===== src/rtl/instr_step_seq.sv =====
// Instruction-register and step-counter stage of the multicycle controller.
//
// Fetches an instruction word, latches its opcode fields (InsM = Ins[15:11],
// InsL = Ins[1:0]) and walks the step count Cnt through fetch, decode and
// execute. The downstream Buff_PC generator looks at Cnt/InsM/InsL and raises
// Buff_PC to close the instruction. Extras: fetch handshake, stall hold,
// illegal-opcode trap, step watchdog and a sticky HLT latch.
//
// Cnt  | meaning
// -----+---------------------------------------------------------------
// 0    | fetch: wait for Ins_Vld, latch fields (idle while Halted)
// 1    | decode: legality check on latched InsM/InsL
// 2..N | execute steps, N = MAX_STEP; reaching N without Buff_PC traps
//
// Ports:
//   clk        system clock, rising edge
//   Rst_n      asynchronous active-low reset
//   Ins        instruction word from memory
//   Ins_Vld    fetch acknowledge, Ins valid this cycle
//   Buff_PC    end-of-instruction from the Buff_PC generator
//   Stall      hold the current execute step
//   Fetch_Req  fetch request (registered)
//   Cnt        current step
//   InsM/InsL  latched opcode fields
//   Ins_Err    one-cycle illegal-opcode pulse
//   Step_Ovf   one-cycle watchdog pulse
//   Halted     sticky halt flag, cleared only by Rst_n
module instr_step_seq #(
  parameter int unsigned MAX_STEP = 7
) (
  input  logic        clk,
  input  logic        Rst_n,
  input  logic [15:0] Ins,
  input  logic        Ins_Vld,
  input  logic        Buff_PC,
  input  logic        Stall,
  output logic        Fetch_Req,
  output logic [2:0]  Cnt,
  output logic [4:0]  InsM,
  output logic [1:0]  InsL,
  output logic        Ins_Err,
  output logic        Step_Ovf,
  output logic        Halted
);

  localparam logic [2:0] MAX_CNT = 3'(MAX_STEP);

  logic [2:0] cnt_q, cnt_d;
  logic [4:0] insm_q, insm_d;
  logic [1:0] insl_q, insl_d;
  logic       ins_err_q, ins_err_d;
  logic       step_ovf_q, step_ovf_d;
  logic       halted_q, halted_d;
  logic       fetch_req_q, fetch_req_d;

  logic       op_legal;
  logic       op_hlt;

  // Only the opcode fields are decoded here; the middle bits go to the datapath.
  logic       unused_ins;
  assign unused_ins = ^Ins[10:2];

  always_comb begin
    op_legal = 1'b0;
    if (insm_q <= 5'b01000) op_legal = 1'b1;
    if (insm_q == 5'b01011) op_legal = 1'b1;
    if (insm_q >= 5'b10000 && insm_q <= 5'b10011) op_legal = 1'b1;
    if (insm_q == 5'b11000 || insm_q == 5'b11001) op_legal = 1'b1;
    // 11100 covers OutR (InsL 00) and HLT (InsL 01) only
    if (insm_q == 5'b11100 && insl_q[1] == 1'b0) op_legal = 1'b1;
  end

  assign op_hlt = (insm_q == 5'b11100) && (insl_q == 2'b01);

  always_comb begin
    cnt_d      = cnt_q;
    insm_d     = insm_q;
    insl_d     = insl_q;
    ins_err_d  = 1'b0;
    step_ovf_d = 1'b0;
    halted_d   = halted_q;

    if (halted_q) begin
      cnt_d = 3'd0;
    end else if (cnt_q == 3'd0) begin
      if (Ins_Vld) begin
        insm_d = Ins[15:11];
        insl_d = Ins[1:0];
        cnt_d  = 3'd1;
      end
    end else if (cnt_q == 3'd1 && !op_legal) begin
      // illegal opcode: trap and refetch, Buff_PC is not consumed
      ins_err_d = 1'b1;
      cnt_d     = 3'd0;
    end else if (Buff_PC) begin
      // end of instruction wins over Stall
      cnt_d = 3'd0;
      if (op_hlt) halted_d = 1'b1;
    end else if (Stall) begin
      cnt_d = cnt_q;
    end else if (cnt_q >= MAX_CNT) begin
      // watchdog: no Buff_PC by the last legal step
      step_ovf_d = 1'b1;
      cnt_d      = 3'd0;
    end else begin
      cnt_d = cnt_q + 3'd1;
    end

    fetch_req_d = (cnt_d == 3'd0) && !halted_d;
  end

  always_ff @(posedge clk or negedge Rst_n) begin
    if (!Rst_n) begin
      cnt_q       <= 3'd0;
      insm_q      <= 5'd0;
      insl_q      <= 2'd0;
      ins_err_q   <= 1'b0;
      step_ovf_q  <= 1'b0;
      halted_q    <= 1'b0;
      fetch_req_q <= 1'b0;
    end else begin
      cnt_q       <= cnt_d;
      insm_q      <= insm_d;
      insl_q      <= insl_d;
      ins_err_q   <= ins_err_d;
      step_ovf_q  <= step_ovf_d;
      halted_q    <= halted_d;
      fetch_req_q <= fetch_req_d;
    end
  end

  assign Fetch_Req = fetch_req_q;
  assign Cnt       = cnt_q;
  assign InsM      = insm_q;
  assign InsL      = insl_q;
  assign Ins_Err   = ins_err_q;
  assign Step_Ovf  = step_ovf_q;
  assign Halted    = halted_q;

endmodule


===== config.mk =====
export PLATFORM = sky130hd
export DESIGN_NAME = instr_step_seq
export DESIGN_NICKNAME = d
export VERILOG_FILES = /design/src/rtl/instr_step_seq.sv
export SDC_FILE = /design/constraint.sdc
export NUM_CORES = 1
export LEC_CHECK = 0
export CORE_MARGIN = 5
export CORE_UTILIZATION = 39
export CTS_CLUSTER_DIAMETER = 150
export DETAILED_ROUTE_END_ITERATION = 16
export PLACE_DENSITY = 0.76
export SLEW_MARGIN = 10
export SYNTH_ARGS = -nofsm -noshare
export SYNTH_HDL_FRONTEND = slang
export SYNTH_SLANG_ARGS = --single-unit

===== constraint.sdc =====
create_clock -name clk -period 5.2 [get_ports clk]
set_input_delay 0.78 -clock clk [delete_from_list [all_inputs] [get_ports clk]]
set_output_delay 0.78 -clock clk [all_outputs]
set_load 0.05 [all_outputs]

### Word level (Yosys, flattened, before mapping)

Cells that the tools add are included.

| storage, ports and cells | value |
|---|---|
| bits in registers | 14 |
| bits of input ports | 21 |
| logic and storage cells | 57 |

| cells by class | value |
|---|---|
| $add $sub $neg | 1 |
| order comparisons | 4 |
| equal/unequal tests | 6 |
| muxes and demuxes | 26 |
| bitwise gates (word level) | 2 |
| reductions and logical operators | 11 |

Operator list:

| kind | count |
|---|---|
| $mux W3 | 7 |
| $mux W1 | 19 |
| $eq A5 B5 Y1 const B | 3 |
| $logic_not A3 Y1 | 2 |
| $eq A5 B4 Y1 const B | 1 |
| $ge A5 B5 Y1 const B | 1 |
| $le A5 B4 Y1 const B | 1 |
| $le A5 B5 Y1 const B | 1 |
| $logic_and A1 B1 Y1 | 5 |
| $add A3 B1 Y3 const B | 1 |
| $eq A3 B1 Y1 const B | 1 |
| $ge A3 B3 Y1 const B | 1 |
| $reduce_and A3 Y1 | 1 |
| $eq A2 B1 Y1 const B | 1 |
| $logic_not A1 Y1 | 2 |
| $not A1 Y1 | 2 |
| $logic_or A1 B1 Y1 | 1 |

### Depth between registers and ports, before layout

| logic depth | value |
|---|---|
| word-level depth | 13 |
| gate-level depth with buffers | 6 |
| gate-level depth less buffers | 6 |

### Worst setup path before layout

No wires, ideal clock.

| timing path | value |
|---|---|
| path kind | reg2reg |
| start point | reg cnt_q[1] (netlist: Cnt[1]) |
| end point | reg insl_q[0] (netlist: InsL[0]) |
| library setup time | 125 ps |
| data arrival time | 1820 ps |
| path slack | 3255 ps |
| cell stages (with the launch flop) | 7 |
| path buffers | 1 |
| clock period less this slack | 1945 ps |
| path through | dfrtp_1 > inv_1 > ha_1 > nor3b_1 > and2_1 > buf_2 > mux2_2 |

| on the way | value |
|---|---|
| longest elaborated chain between the ends | 2 |

Ends and longest elaborated chain:

| what | line | source |
|---|---|---|
| start: declaration | 48 | `logic [2:0] cnt_q, cnt_d;` |
| start signal: assignment | 122 | `cnt_q <= cnt_d;` |
| $logic_not A3 Y1 | 85 | `end else if (cnt_q == 3'd0) begin` |
| $reduce_and A3 Y1 (no source line) | n/a |  |
| end signal: assignment | 124 | `insl_q <= insl_d;` |
| end: declaration | 50 | `logic [1:0] insl_q, insl_d;` |

No other way between the ends.
A chain may end at the register's enable or synchronous reset.

### Worst setup path in the final report

| timing path | value |
|---|---|
| start point | reg cnt_q[0] (netlist: Cnt[0]) |
| end point | out Cnt[0] |

RTL lines:

| what | line | source |
|---|---|---|
| end: declaration | 38 | `output logic [2:0] Cnt,` |

No word-level cell between the ends.

==> summary.txt <==
Critical path
  – Crit path buffers/inverters: 1
  – R2R Setup Slk: 3.25 ns
  – Worst EP arrival: 1.64 ns
  – Worst-path cell chain: clkdlybuf4s50_1
  – Slowest stage cell, crit path: clkdlybuf4s50_1
  – Setup crit end kind: output pin
  – CP peak stage delay: 0.87 ns
  – Critical path launch point type: register
  – Worst Path Max Fanout: 9
  – Critical path type: register to output pin
  – Data required, critical path: 4.42 ns
  – Crit path max-delay family: buffers and inverters

Final layout
  – Layout cell share with drive strength beyond 1: 14.9%
  – Filler cell count: 190
  – Most frequent cells in the layout: 25 x clkdlybuf4s50_1, 14 x dfrtp_1, 7 x mux2_2
  – Reg area: 350 sq um
  – Ant diodes: 0
  – Multi-input logic area: 405 sq um
  – Syn-to-layout area delta: 39.1%
  – Commonest non-fill, non-tap cell in the layout: clkdlybuf4s50_1
  – Nets: 121

Route
  – Via count: 625
  – Wire per inst: 13.9 um
  – DRT Pass-1 Iters: 4
  – DR iter-0 viols: 7
  – Via density per instance: 5.17
  – Antenna Nets Post-Route: 0
  – DR DRC count: 0
  – Wirelength, routed: 1680 um

Clock network
  – Clock root buffer: clkbuf_4
  – CTS tree: done
  – # resized after CTS: 0
  – Cts-stage hold buffer count: 0
  – H-tree depth: 1
  – Worst-path clk slew: 0.08 ns
  – CTS buffer count: 3
  – Clk sinks: 14
  – Worst skew pair latency: 0.27 ns
  – Max Root-Sink Buffers: 2
  – Post-CTS Setup Repair Bufs: 0

Floorplanning
  – Core area: 0.00192 sq mm
  – Die height: 54.5 um
  – Initial Util: 40.2%
  – Die Width: 54.5 um
  – Row cnt: 16
  – I/O pin total: 35
  – Full die area: 0.00297 sq mm

STA
  – Least-Margin Pin Slew: 0.613 ns
  – Min Clock Period, post-route: 2.42 ns
  – # setup viols final: 0
  – Final Hold Viols: 0
  – Clock Skew: 0.00463 ns
  – Final setup TNS: 0 ns
  – RSZ-0062 raised after global routing: false
  – Fin crit share: 46.5%
  – Fmax: 413 MHz
  – Max transition margin: 59.0%
  – Slew Limit Fails: 0

Synth
  – Synth Cell Area: 772 sq um
  – Mapped Cells: 67
  – Top_reg_cell synth: dfrtp_1
  – Ys async rst share: 100%
  – Sequential area share after synthesis: 45.4%
  – EDFF count, synth: 0
  – Count of cell types in the netlist: 30
  – Syn Nets: 92
  – YS warnings: 0
  – Synth Area per Inst: 11.5 sq um
  – Synth Register Bits: 14

Power and ir drop
  – Worst vdd ir: 367 uV
  – Lkg Pwr: 0.460 nW
  – Post-route total power: 0.000711 W
  – Pwr dens: 662 mW/mm^2

Global route
  – Vias in the first global route: 630
  – GRT Total Usage: 12.8%
  – Largest net degree at the start of global routing: 15
  – First-pass GRT wire length: 2680 um
  – Grt ovf: 0
  – Initial antenna violation count: 0

Placed design
  – DP HPWL: 1340 um
  – IO buf count: 25
  – Final GP Congestion: 0.869

Min path
  – Min-delay worst type: register to register

Job
  – Max Cap Violations: 0

Outcome
  – Status: finished, final reports clean
[synthesized netlist by cell type (2+ instances only)]
| cell | instances | share of area [%] |
|---|---|---|
| o211ai_1 | 2 | 1.9 |
| o21ai_1 | 2 | 1.3 |
| and2_1 | 4 | 3.2 |
| nor2b_1 | 3 | 2.4 |
| nor2_1 | 2 | 0.97 |
| mux2_2 | 7 | 10 |
| inv_1 | 3 | 1.5 |
| nand3b_1 | 2 | 1.9 |
| a21o_1 | 2 | 1.9 |
| nor3b_1 | 2 | 1.9 |
| dfrtp_1 | 14 | 45 |
| ha_1 | 4 | 6.5 |
| nand2b_1 | 2 | 1.6 |
| nor3_1 | 2 | 1.3 |
[where the power goes]
part / switching [W] / total, W / leakage (nW) / internal (W)
registers: 0.0000497 / 0.000204 / 0.175 / 0.000154
logic: 0.000272 / 0.000449 / 0.271 / 0.000177
clock network: 0.0000309 / 0.0000577 / 0.0138 / 0.0000268
[metrics by stage]
step	area, sq um	util (%)	hold WS [ns]	setup WS (ns)	cells
6_report	1070	55.9	0.531	2.78	121
5_1_grt	1070	55.9	0.578	2.71	121
4_1_cts	1070	55.9	0.540	2.77	121
3_5_place_dp	1050	54.7	0.523	2.97	118
3_3_place_gp	1050	54.7	0.523	3.01	118
2_1_floorplan	772	-	0.484	3.25	67
[final cells by class]
class,instances,area share [%]
multi-input combinational,49,37.8
sequential,14,32.6
timing repair buffer,25,23.3
tap,27,3.15
clock buffer,3,2.10
inverter,3,1.05
[per-layer routing]
metal,share of wire [%],up-vias,GRT usage (%)
li1,-,306,-
met1,43,291,14.4
met2,47,26,22.3
met3,8.7,2,3.00
met4,1.0,0,6.22
met5,0,-,0
[path summary, 6_finish.rpt]
path	startpoint	depth (start not counted)	endpoint
worst max-delay path	Cnt[0]$_DFF_PN0_	1	Cnt[0]
worst min-delay path	InsL[0]$_DFFE_PN0P_	1	InsL[0]$_DFFE_PN0P_
worst max register to register	Cnt[1]$_DFF_PN0_	5	InsM[3]$_DFFE_PN0P_
worst min register to register	InsL[0]$_DFFE_PN0P_	1	InsL[0]$_DFFE_PN0P_
max in group asynchronous	Rst_n	1	InsL[1]$_DFFE_PN0P_
min in group asynchronous	Rst_n	1	Ins_Err$_DFF_PN0_
[cell families (layout without fill, tap and decap cells)]
family / count (synthesis) / count (layout) / share of synthesized area [%]
AO/OA/AOI/OAI: 15 / 15 / 14.9
adder cells (fa/ha/maj): 4 / 4 / 6.48
buffers and inverters: 4 / 31 / 2.11
flip-flops: 14 / 14 / 45.4
multiplexers: 7 / 7 / 10.2
AND/OR/NAND/NOR: 23 / 23 / 20.9
[state kept, by name, indices dropped and copies added (netlist names)]
register / cells
InsM: 5
Cnt: 3
InsL: 2
Fetch_Req: 1
Halted: 1
Ins_Err: 1
Step_Ovf: 1
Power figures use the tool's default switching activity.
